## config.mk

```make
export PLATFORM = sky130hd
export DESIGN_NAME = prbs_tx_gen_flat
export DESIGN_NICKNAME = d
export VERILOG_FILES = /design/src/rtl/prbs_tx_gen_if.sv /design/src/rtl/prbs_tx_gen.sv /design/src/flat_wrapper.sv
export SDC_FILE = /design/constraint.sdc
export NUM_CORES = 1
export LEC_CHECK = 0
export CAP_MARGIN = 20
export CORE_MARGIN = 5
export CORE_UTILIZATION = 35
export CTS_CLUSTER_DIAMETER = 40
export DETAILED_ROUTE_END_ITERATION = 10
export HOLD_SLACK_MARGIN = 0.15
export PLACE_DENSITY = 0.55
export SETUP_SLACK_MARGIN = 0.5
export SLEW_MARGIN = 25
export SYNTH_ARGS = -nofsm -noshare
export SYNTH_HDL_FRONTEND = slang
export SYNTH_SLANG_ARGS = --single-unit
```

## constraint.sdc

```tcl
create_clock -name GEN_CLK -period 6.9 [get_ports GEN_CLK]
set_input_delay 1.38 -clock GEN_CLK [delete_from_list [all_inputs] [get_ports GEN_CLK]]
set_output_delay 1.38 -clock GEN_CLK [all_outputs]
set_load 0.01 [all_outputs]
```

## src/rtl/prbs_tx_gen_if.sv

```systemverilog
// Word-strobe control and data bus of the PRBS link-test transmitter.
// The generator drives the data side (master); the consumer uses the slave modport.
interface prbs_tx_gen_if #(
    parameter int DATA_W = 48
);
    logic              OUT_CLK_ENA;
    logic              START;
    logic [1:0]        MODE;
    logic              INJ_ERR;
    logic [DATA_W-1:0] PRBS;
    logic              DATA_VALID;
    logic              STRT_LTNCY;
    logic [31:0]       WORD_CNT;
    logic [15:0]       ERR_CNT;

    modport master (
        input  OUT_CLK_ENA, START, MODE, INJ_ERR,
        output PRBS, DATA_VALID, STRT_LTNCY, WORD_CNT, ERR_CNT
    );

    modport slave (
        output OUT_CLK_ENA, START, MODE, INJ_ERR,
        input  PRBS, DATA_VALID, STRT_LTNCY, WORD_CNT, ERR_CNT
    );
endinterface

```

## src/rtl/prbs_tx_gen.sv

```systemverilog
// Preamble + PRBS7/15/23/31 word generator with word counter; define PRBS_TX_INJ_EN
// to build the one-shot error-injection path and its saturating ERR_CNT.
module prbs_tx_gen #(
    parameter int                DATA_W        = 48,
    parameter int                PREAMBLE_LEN  = 2,
    parameter logic [DATA_W-1:0] START_PATTERN = DATA_W'({{(DATA_W/2){1'b1}}, {(DATA_W/2){1'b0}}}),
    parameter logic [DATA_W-1:0] ERR_MASK      = DATA_W'(48'h608000400100)
) (
    input  logic          GEN_CLK,
    input  logic          RST_N,
    prbs_tx_gen_if.master bus
);
    localparam logic [7:0] PRE_LEN = 8'(PREAMBLE_LEN);

    typedef enum logic [1:0] {IDLE, PREAMBLE, RUN} state_t;

    typedef struct packed {
        logic [30:0]       lfsr;
        logic [DATA_W-1:0] word;
    } step_t;

    function automatic logic [30:0] seed_of(input logic [1:0] m);
        case (m)
            2'b00:   return 31'h0000_007F;
            2'b01:   return 31'h0000_7FFF;
            2'b10:   return 31'h007F_FFFF;
            default: return 31'h7FFF_FFFF;
        endcase
    endfunction

    // Unrolls DATA_W Fibonacci steps; the first feedback bit lands in the word MSB.
    function automatic step_t lfsr_step(input logic [30:0] seed, input logic [1:0] m);
        step_t r;
        logic [30:0] l;
        logic        fb;
        l      = seed;
        r.word = '0;
        for (int i = 0; i < DATA_W; i++) begin
            case (m)
                2'b00:   fb = l[6]  ^ l[5];
                2'b01:   fb = l[14] ^ l[13];
                2'b10:   fb = l[22] ^ l[17];
                default: fb = l[30] ^ l[27];
            endcase
            l                   = {l[29:0], fb};
            r.word[DATA_W-1-i]  = fb;
        end
        r.lfsr = l;
        return r;
    endfunction

    state_t            state_q, state_d;
    logic [1:0]        mode_q, mode_d;
    logic [30:0]       lfsr_q, lfsr_d;
    logic [7:0]        pre_cnt_q, pre_cnt_d;
    logic [DATA_W-1:0] prbs_q, prbs_d;
    logic              valid_q, valid_d;
    logic              strt_q, strt_d;
    logic [31:0]       word_cnt_q, word_cnt_d, word_base;
    logic              emit, start_load, inj_armed;
    step_t             step;

    always_comb begin
        // NOTE: every comb output gets a default first so no path can infer a latch.
        state_d    = state_q;
        mode_d     = mode_q;
        lfsr_d     = lfsr_q;
        pre_cnt_d  = pre_cnt_q;
        prbs_d     = prbs_q;
        valid_d    = valid_q;
        strt_d     = 1'b0;
        word_cnt_d = word_cnt_q;
        emit       = 1'b0;
        start_load = 1'b0;
        // From IDLE the first word (zero-length preamble) comes straight from the new seed.
        if (state_q == IDLE) step = lfsr_step(seed_of(bus.MODE), bus.MODE);
        else                 step = lfsr_step(lfsr_q, mode_q);

        if (!bus.START) begin
            state_d = IDLE;
            prbs_d  = '0;
            valid_d = 1'b0;
        end else if (bus.OUT_CLK_ENA) begin
            case (state_q)
                IDLE: begin
                    mode_d     = bus.MODE;
                    lfsr_d     = seed_of(bus.MODE);
                    start_load = 1'b1;
                    word_cnt_d = '0;
                    valid_d    = 1'b1;
                    if (PRE_LEN == 8'd0) begin
                        emit    = 1'b1;
                        state_d = RUN;
                    end else begin
                        prbs_d    = START_PATTERN;
                        pre_cnt_d = 8'd1;
                        state_d   = PREAMBLE;
                    end
                end
                PREAMBLE: begin
                    if (pre_cnt_q != PRE_LEN) begin
                        prbs_d    = START_PATTERN;
                        pre_cnt_d = pre_cnt_q + 8'd1;
                    end else begin
                        emit    = 1'b1;
                        state_d = RUN;
                    end
                end
                RUN:     emit    = 1'b1;
                default: state_d = IDLE;
            endcase
        end

        word_base = start_load ? '0 : word_cnt_q;
        if (emit) begin
            lfsr_d     = step.lfsr;
            prbs_d     = step.word ^ (inj_armed ? ERR_MASK : '0);
            valid_d    = 1'b1;
            strt_d     = (state_q != RUN);
            word_cnt_d = (word_base == 32'hFFFF_FFFF) ? word_base : word_base + 32'd1;
        end
    end

    always_ff @(posedge GEN_CLK or negedge RST_N) begin
        if (!RST_N) begin
            state_q    <= IDLE;
            mode_q     <= 2'b00;
            lfsr_q     <= '0;
            pre_cnt_q  <= '0;
            prbs_q     <= '0;
            valid_q    <= 1'b0;
            strt_q     <= 1'b0;
            word_cnt_q <= '0;
        end else begin
            // NOTE: sequential state uses non-blocking assignment so all registers update together.
            state_q    <= state_d;
            mode_q     <= mode_d;
            lfsr_q     <= lfsr_d;
            pre_cnt_q  <= pre_cnt_d;
            prbs_q     <= prbs_d;
            valid_q    <= valid_d;
            strt_q     <= strt_d;
            word_cnt_q <= word_cnt_d;
        end
    end

`ifdef PRBS_TX_INJ_EN
    logic        pending_q;
    logic [15:0] err_cnt_q, err_cnt_d;

    assign inj_armed = pending_q;

    always_comb begin
        err_cnt_d = start_load ? '0 : err_cnt_q;
        if (emit && pending_q && err_cnt_d != 16'hFFFF) err_cnt_d = err_cnt_d + 16'd1;
    end

    // The applying word consumes the request; a pulse on that same edge does not re-arm.
    always_ff @(posedge GEN_CLK or negedge RST_N) begin
        if (!RST_N) begin
            pending_q <= 1'b0;
            err_cnt_q <= '0;
        end else begin
            err_cnt_q <= err_cnt_d;
            if (!bus.START)              pending_q <= 1'b0;
            else if (emit && pending_q)  pending_q <= 1'b0;
            else if (bus.INJ_ERR)        pending_q <= 1'b1;
        end
    end

    assign bus.ERR_CNT = err_cnt_q;
`else
    logic unused_inj;
    assign unused_inj  = bus.INJ_ERR;
    assign inj_armed   = 1'b0;
    assign bus.ERR_CNT = '0;
`endif

    assign bus.PRBS       = prbs_q;
    assign bus.DATA_VALID = valid_q;
    assign bus.STRT_LTNCY = strt_q;
    assign bus.WORD_CNT   = word_cnt_q;
endmodule

```

## src/flat_wrapper.sv

```systemverilog
// flat-port wrapper written by rule: the top's interface ports become plain ports
module prbs_tx_gen_flat 
#(
    parameter int                DATA_W        = 48,
    parameter int                PREAMBLE_LEN  = 2,
    parameter logic [DATA_W-1:0] START_PATTERN = DATA_W'({{(DATA_W/2){1'b1}}, {(DATA_W/2){1'b0}}}),
    parameter logic [DATA_W-1:0] ERR_MASK      = DATA_W'(48'h608000400100)
)
  (GEN_CLK, RST_N, bus_OUT_CLK_ENA, bus_START, bus_MODE, bus_INJ_ERR, bus_PRBS, bus_DATA_VALID, bus_STRT_LTNCY, bus_WORD_CNT, bus_ERR_CNT);
  prbs_tx_gen_if #(.DATA_W(DATA_W)) bus_i ();
  input  logic GEN_CLK;
  input  logic RST_N;
  input wire logic [$bits(bus_i.OUT_CLK_ENA)-1:0] bus_OUT_CLK_ENA;
  input wire logic [$bits(bus_i.START)-1:0] bus_START;
  input wire logic [$bits(bus_i.MODE)-1:0] bus_MODE;
  input wire logic [$bits(bus_i.INJ_ERR)-1:0] bus_INJ_ERR;
  output wire logic [$bits(bus_i.PRBS)-1:0] bus_PRBS;
  output wire logic [$bits(bus_i.DATA_VALID)-1:0] bus_DATA_VALID;
  output wire logic [$bits(bus_i.STRT_LTNCY)-1:0] bus_STRT_LTNCY;
  output wire logic [$bits(bus_i.WORD_CNT)-1:0] bus_WORD_CNT;
  output wire logic [$bits(bus_i.ERR_CNT)-1:0] bus_ERR_CNT;
  assign bus_i.OUT_CLK_ENA = bus_OUT_CLK_ENA;
  assign bus_i.START = bus_START;
  assign bus_i.MODE = bus_MODE;
  assign bus_i.INJ_ERR = bus_INJ_ERR;
  assign bus_PRBS = bus_i.PRBS;
  assign bus_DATA_VALID = bus_i.DATA_VALID;
  assign bus_STRT_LTNCY = bus_i.STRT_LTNCY;
  assign bus_WORD_CNT = bus_i.WORD_CNT;
  assign bus_ERR_CNT = bus_i.ERR_CNT;
  prbs_tx_gen #(.DATA_W(DATA_W), .PREAMBLE_LEN(PREAMBLE_LEN), .START_PATTERN(START_PATTERN), .ERR_MASK(ERR_MASK)) u_core (.GEN_CLK(GEN_CLK), .RST_N(RST_N), .bus(bus_i));
endmodule
```

# Yosys cells after proc, flatten, opt, wreduce, memory -nomap -nowiden
# Cells that the tools add are included.
# W data, S select, Z words.
[classes] add_sub_neg=2 n_eq_ne=17 mux=215 bitwise=304 reduce_logical=13
[ops] operator="$xor A1 B1 Y1" count=304
[ops] operator="$pmux W1 S3" count=96
[ops] operator="$mux W32" count=6
[ops] operator="$mux W48" count=4
[ops] operator="$mux W31" count=4
[ops] operator="$pmux W48 S2" count=1
[ops] operator="$mux W1" count=95
[ops] operator="$pmux W31 S3" count=1
[ops] operator="$mux W79" count=1
[ops] operator="$add A32 B1 Y32 const B" count=1
[ops] operator="$eq A32 B32 Y1 const B" count=1
[ops] operator="$pmux W8 S2" count=1
[ops] operator="$reduce_and A3 Y1" count=4
[ops] operator="$add A8 B1 Y8 const B" count=1
[ops] operator="$mux W8" count=1
[ops] operator="$ne A8 B2 Y1 const B" count=1
[ops] operator="$reduce_bool A2 Y1" count=4
[ops] operator="$eq A2 B1 Y1 const B" count=3
[ops] operator="$eq A2 B2 Y1 const B" count=3
[ops] operator="$logic_not A2 Y1" count=3
[ops] operator="$mux W2" count=3
[ops] operator="$ne A2 B2 Y1 const B" count=3
[ops] operator="$pmux W2 S3" count=1
[ops] operator="$ne A4 B1 Y1 const B" count=1
[ops] operator="other kinds (8)" count=8
[totals] regBits=125 in_bits=7 out_inout_bits=98 word_cells=559

# Logic depth before layout (Yosys ltp)
[depth] word_depth=28 ltp_mapped=17 mapped_depth_nobuf=16

# Worst setup path before layout
# Ideal clock, no wire load.
[synth_path] path_type="reg2reg" from="register u_core.mode_q[0]" to="register u_core.prbs_q[3] (netlist: u_core.bus.PRBS[3])" setup_ns=0.133 t_arrival_ns=3.900 required_time_ns=6.767 slack_ns=2.867 path_stages_with_launch=17 n_path_buf=3 synth_period_minus_slack_ns=4.033 path_cell_list="dfrtp_1 -> buf_2 -> buf_2 -> nor2_1 -> buf_1 -> nand2_1 -> o21a_1 -> mux2i_1 -> xnor2_1 -> a221oi_2 -> xnor2_1 -> o221ai_1 -> or4_1 -> nand3_1 -> xnor2_1 -> a221oi_1 -> o21ai_0"
[synth_via] elab_chain_cells=25 elab_cells_between_ends=124 classes_between="2 x eq/ne; 69 x mux; 52 x bitwise; 1 x reduce/logical"
[synth_rtl] element="start: declaration" line="prbs_tx_gen.sv:53" source="logic [1:0] mode_q, mode_d;"
[synth_rtl] element="start signal: assignment" line="prbs_tx_gen.sv:137" source="mode_q <= mode_d;"
[synth_rtl] element="$eq A2 B2 Y1, or another cell as far along" line="prbs_tx_gen.sv:39" source="case (m)"
[synth_rtl] element="$pmux W1 S3" line="prbs_tx_gen.sv:39"
[synth_rtl] element="$mux W1" line="prbs_tx_gen.sv:76" source="if (state_q == IDLE) step = lfsr_step(seed_of(bus.MODE), bus.MODE);"
[synth_rtl] element="$xor A1 B1 Y1" line="prbs_tx_gen.sv:40, prbs_tx_gen.sv:41"
[synth_rtl] element="$pmux W1 S3" line="prbs_tx_gen.sv:39"
[synth_rtl] element="$mux W1" line="prbs_tx_gen.sv:76"
[synth_rtl] element="$xor A1 B1 Y1" line="prbs_tx_gen.sv:40, prbs_tx_gen.sv:41"
[synth_rtl] element="$pmux W1 S3" line="prbs_tx_gen.sv:39"
[synth_rtl] element="(+9 left out)"
[synth_rtl] element="$mux W1" line="prbs_tx_gen.sv:76"
[synth_rtl] element="$xor A1 B1 Y1" line="prbs_tx_gen.sv:40" source="2'b00: fb = l[6] ^ l[5];"
[synth_rtl] element="$pmux W1 S3" line="prbs_tx_gen.sv:39"
[synth_rtl] element="$mux W1" line="prbs_tx_gen.sv:76"
[synth_rtl] element="$xor A1 B1 Y1" line="prbs_tx_gen.sv:40"
[synth_rtl] element="$pmux W1 S3 (*)" line="prbs_tx_gen.sv:39"
[synth_rtl] element="$mux W79 (*)" line="prbs_tx_gen.sv:76"
[synth_rtl] element="$mux W48 (*)" line="prbs_tx_gen.sv:115" source="if (emit) begin"
[synth_rtl] element="end signal: assignment" line="prbs_tx_gen.sv:140" source="prbs_q <= prbs_d;"
[synth_rtl] element="end: declaration" line="prbs_tx_gen.sv:56" source="logic [DATA_W-1:0] prbs_q, prbs_d;"
# Every way passes the cells marked *; elsewhere a longest branch is shown, timed or not. The select of a mux whose other input is x is not followed.
# A chain may end at the register's enable or synchronous reset.

# Final worst setup path
[layout_path] from="register u_core.mode_q[0]" to="register u_core.prbs_q[6] (netlist: u_core.bus.PRBS[6])"
[layout_via] elab_chain_cells=23 elab_cells_between_ends=111 classes_between="2 x eq/ne; 64 x mux; 44 x bitwise; 1 x reduce/logical"
[layout_rtl] element="$eq A2 B2 Y1, or another cell as far along" line="prbs_tx_gen.sv:39"
[layout_rtl] element="$pmux W1 S3" line="prbs_tx_gen.sv:39"
[layout_rtl] element="$mux W1" line="prbs_tx_gen.sv:76"
[layout_rtl] element="$xor A1 B1 Y1" line="prbs_tx_gen.sv:40, prbs_tx_gen.sv:41"
[layout_rtl] element="$pmux W1 S3" line="prbs_tx_gen.sv:39"
[layout_rtl] element="$mux W1" line="prbs_tx_gen.sv:76"
[layout_rtl] element="$xor A1 B1 Y1, on equally long branches" line="prbs_tx_gen.sv:40, prbs_tx_gen.sv:41"
[layout_rtl] element="$pmux W1 S3" line="prbs_tx_gen.sv:39"
[layout_rtl] element="(+7 left out)"
[layout_rtl] element="$xor A1 B1 Y1" line="prbs_tx_gen.sv:40"
[layout_rtl] element="$pmux W1 S3" line="prbs_tx_gen.sv:39"
[layout_rtl] element="$mux W1" line="prbs_tx_gen.sv:76"
[layout_rtl] element="$xor A1 B1 Y1" line="prbs_tx_gen.sv:40"
[layout_rtl] element="$pmux W1 S3 (*)" line="prbs_tx_gen.sv:39"
[layout_rtl] element="$mux W1 (*)" line="prbs_tx_gen.sv:76"
[layout_rtl] element="$mux W79 (*)" line="prbs_tx_gen.sv:76"
[layout_rtl] element="$mux W48 (*)" line="prbs_tx_gen.sv:115"
# Marks and branches as above.

==> results.md <==
* Run status: completed
* Layout cells sized above 1 at 0.0784
* # setup viols final at 0
* Initial Util at 0.356
* Final worst-path setup slack at ~1.5 ns
* Vias post-DR at 9657
* Critical R2R Launch: u_core.mode_q[0]
* Worst-Margin Slew at about 1.1 ns
* Most common cell type on the critical path: nor3_1
* Warning count from the yosys run at 0
* Crit path DAT at around 5.8 ns
* Die Area at ~32000 µm²
* Critical Path Start: u_core.mode_q[0]
* Total CTS buffers at 17
* Cell chain of the critical path: buf_4 > nor2b_1 > buf_4 > a22o_1 > nor3_1 > a2111oi_1 > a221o_1 > nand3_1 > o22a_1 > and3_1 > nor3_1 > nor3_1 > o31ai_1 > a21oi_1 > o21ai_0
* Asr flop ratio synth at 1.00
* Via density at between 5 and 6
* Pwr dens at 494 nW/µm²
* Cell Area, Synth at between 9000 and 10000 µm²
* Clk Tree Root Cell: clkbuf_16
* Hold Buf Count CTS at 0
* Largest net degree at the start of global routing at 67
* Worst Skew at roughly 0.0087 ns
* Element type at the critical path start: flip-flop
* CP peak stage delay at between 0.6 and 0.7 ns
* Hold Path Origin: u_core.bus.PRBS[14]
* Achievable Freq at about 0.18 GHz
* MaxCap Viol Count at 0
* GRT overflow at 0
* Syn avg cell area at about 8 µm²
* Crit path max fanout at between 40 and 50
* Total Wirelength at between 30000 and 40000 µm
* WS Path Type: flip-flop to flip-flop
* Buffers added on ports at a little under 90
* Post-CTS Repair Setup Buffers at 0
* Setup TNS at 0 ns
* Slowest cell on crit path: dfrtp_2
* Final Util at 0.421
* Final HPWL DP at ~28000 µm
* Post-synth EDFFs at 0
* Vias in the first global route at 9300
* I/O Pins at about 110
* Average wire per standard cell at about 23 µm
* Layout area overhead at 18.3%
* Core Rows at 61
* Worst skew pair latency at 0.42 ns
* Leakage power at between 4 and 5 nW
* First-pass DRT Iterations at 5
* Slew HR at 0.286
* Final net count at 1298
* Post-DRT Antenna Nets at 0
* Count of final hold-check violations at 0
* Core Area at roughly 28000 µm²
* Min-delay worst type: flip-flop to flip-flop
* Setup slack at placement at between 1 and 1.5 ns
* Clk slew on worst S/H paths at ~0.060 ns
* Synthesized instance count at approximately 1200
* Drc violations at 0
* Netlist cell types at 86
* Tot Pwr at 5.82 mW
* Initial DRC count at between 1000 and 1500
* Die Ht at 179 µm
* First-pass GRT wire length at between 50000 and 60000 µm
* Peak supply drop at between 0.2 and 0.25 mV
* Unrepaired setup endpoints after global routing: no
* Share of the yosys chip area belonging to registers at 0.314
* Critical Path RT at a little over 7 ns
* Final Slew Violations at 0
* Synth Flop Type: dfrtp_1
* Crit end category: flip-flop
* Register bit total from synthesis at between 100 and 150
* Number of antenna diodes at 0
* Initial antenna violation count at 0
* CTS tree: yes
* Fin crit share at 0.789
* Die width at between 150 and 200 µm
* Gpl congestion at a little under 1
* H-tree depth at 4
* Final min period at 5.44 ns
* Post_cts resized at 0
* CTS sink cnt at ~130
* Gr usage total at 0.238
* Hold WS at around 0.48 ns
* Worst-case clock buffer depth at 2
-- worst paths after layout --
check                                          end  slack, ns  depth (start not counted)
setup reg to reg                u_core.bus.PRBS[6]       1.46                         15
hold / removal                 u_core.bus.PRBS[14]       0.48                          2
max in group asynchronous      u_core.bus.PRBS[19]       4.74                          2
setup / recovery                u_core.bus.PRBS[6]       1.46                         15
hold reg to reg                u_core.bus.PRBS[14]       0.48                          2
min in group asynchronous  u_core.bus.WORD_CNT[10]       0.92                          1
-- cells in the final DEF (no fill, tap or decap), types with 7 or more instances in the layout --
cell / synthesis / final
clkdlybuf4s50_1: 0 / 86
a21o_1: 18 / 18
inv_1: 24 / 24
nor2b_1: 8 / 8
o22ai_1: 18 / 18
clkbuf_16: 0 / 17
o21a_1: 7 / 7
conb_1: 1 / 16
xor2_1: 80 / 80
xnor2_1: 94 / 94
mux2i_1: 7 / 7
o22a_1: 11 / 11
nand4_1: 9 / 9
dfrtp_1: 125 / 123
ha_1: 15 / 14
a31oi_1: 12 / 12
nand3_1: 40 / 40
a211oi_1: 10 / 10
a22oi_1: 7 / 7
a21oi_1: 87 / 86
or3_1: 8 / 8
buf_4: 17 / 37
nor3_1: 25 / 25
a221oi_1: 7 / 7
o211ai_1: 23 / 23
nor2_1: 115 / 115
o21ai_0: 82 / 82
and3_1: 12 / 12
nand2_1: 148 / 148
-- per-stage QoR --
| stage | instance area [µm²] | cells |
|---|---|---|
| 3_3_place_gp | 11100 | 1635 |
| 6_report | 11800 | 1666 |
| 3_5_place_dp | 11200 | 1635 |
| 5_1_grt | 11800 | 1666 |
| 2_1_floorplan | 10000 | 1237 |
| 4_1_cts | 11800 | 1666 |
-- cell families (layout without fill, tap and decap cells) --
family          count (synthesis)  count (layout)  share of synthesized area
simple gates                  400             400                      0.183
compound gates                364             364                      0.249
xor+xnor                      178             178                      0.162
buf+inv                       128             179                     0.0592
flops                         125             125                      0.314
fa+ha+maj                      15              15                     0.0189
mux                            11              11                     0.0138
other cells                     1              16                   0.000377
-- synth_stat cells, types with 5 or more instances --
| cell | n | area share |
|---|---|---|
| mux2i_1 | 7 | 0.0070 |
| nor3_1 | 25 | 0.013 |
| inv_1 | 24 | 0.0091 |
| a211oi_1 | 10 | 0.0075 |
| a211o_1 | 6 | 0.0053 |
| o22ai_1 | 18 | 0.011 |
| nor4_1 | 5 | 0.0031 |
| nand3_1 | 40 | 0.020 |
| a221oi_1 | 7 | 0.0062 |
| xor2_1 | 80 | 0.070 |
| dfrtp_1 | 125 | 0.31 |
| buf_1 | 5 | 0.0019 |
| o22a_1 | 11 | 0.0097 |
| a21o_1 | 18 | 0.014 |
| and3_1 | 12 | 0.0075 |
| nand4_1 | 9 | 0.0057 |
| xnor2_1 | 94 | 0.083 |
| a21oi_1 | 87 | 0.044 |
| a22o_1 | 6 | 0.0053 |
| o311ai_0 | 5 | 0.0044 |
| nand2_1 | 148 | 0.056 |
| o21a_1 | 7 | 0.0053 |
| nor2b_1 | 8 | 0.0050 |
| a31oi_1 | 12 | 0.0075 |
| o211a_1 | 6 | 0.0060 |
| clkbuf_1 | 61 | 0.023 |
| or3_1 | 8 | 0.0050 |
| o21ai_0 | 82 | 0.041 |
| nor2_1 | 115 | 0.043 |
| buf_4 | 17 | 0.013 |
| buf_2 | 18 | 0.0091 |
| a21boi_0 | 5 | 0.0038 |
| o211ai_1 | 23 | 0.017 |
| a22oi_1 | 7 | 0.0053 |
| ha_1 | 15 | 0.019 |
-- worst max-delay path: cells and delay by family (launching register included) --
kind / cells / cell delay [ns]
flops: 1 / 0.63
buf+inv: 2 / 0.74
simple gates: 6 / 1.26
compound gates: 7 / 2.69
-- routing by layer --
metal / vias up / part of all wire / GRT usage
li1: 4397 / - / -
met3: 80 / 0.092 / 0.0572
met1: 4697 / 0.44 / 0.335
met5: - / 0 / 0
met4: 0 / 0.032 / 0.0847
met2: 483 / 0.44 / 0.357
-- layout make-up --
class | count | area [µm²]
fillers | 2895 | 16200
multi-input cells | 984 | 6310
flip-flops and latches | 125 | 3130
repair buffers | 124 | 1150
well taps | 378 | 473
clock buffers | 18 | 439
clock inverters | 13 | 179
inverters | 24 | 90.1
-- report_power, final --
part | switching, mW | total [mW] | internal (mW)
clock | 0.362 | 0.949 | 0.587
sequential | 0.168 | 0.967 | 0.799
combinational | 2.43 | 3.90 | 1.47
-- state kept, by name, indices dropped and copies added (netlist names) --
name and flops:
u_core.pre_cnt_q 8, u_core.bus.DATA_VALID 1, u_core.bus.STRT_LTNCY 1, u_core.state_q 2, u_core.bus.PRBS 48, u_core.lfsr_q 31, u_core.mode_q 2, u_core.bus.WORD_CNT 32
(Power assumes the default switching activity.)
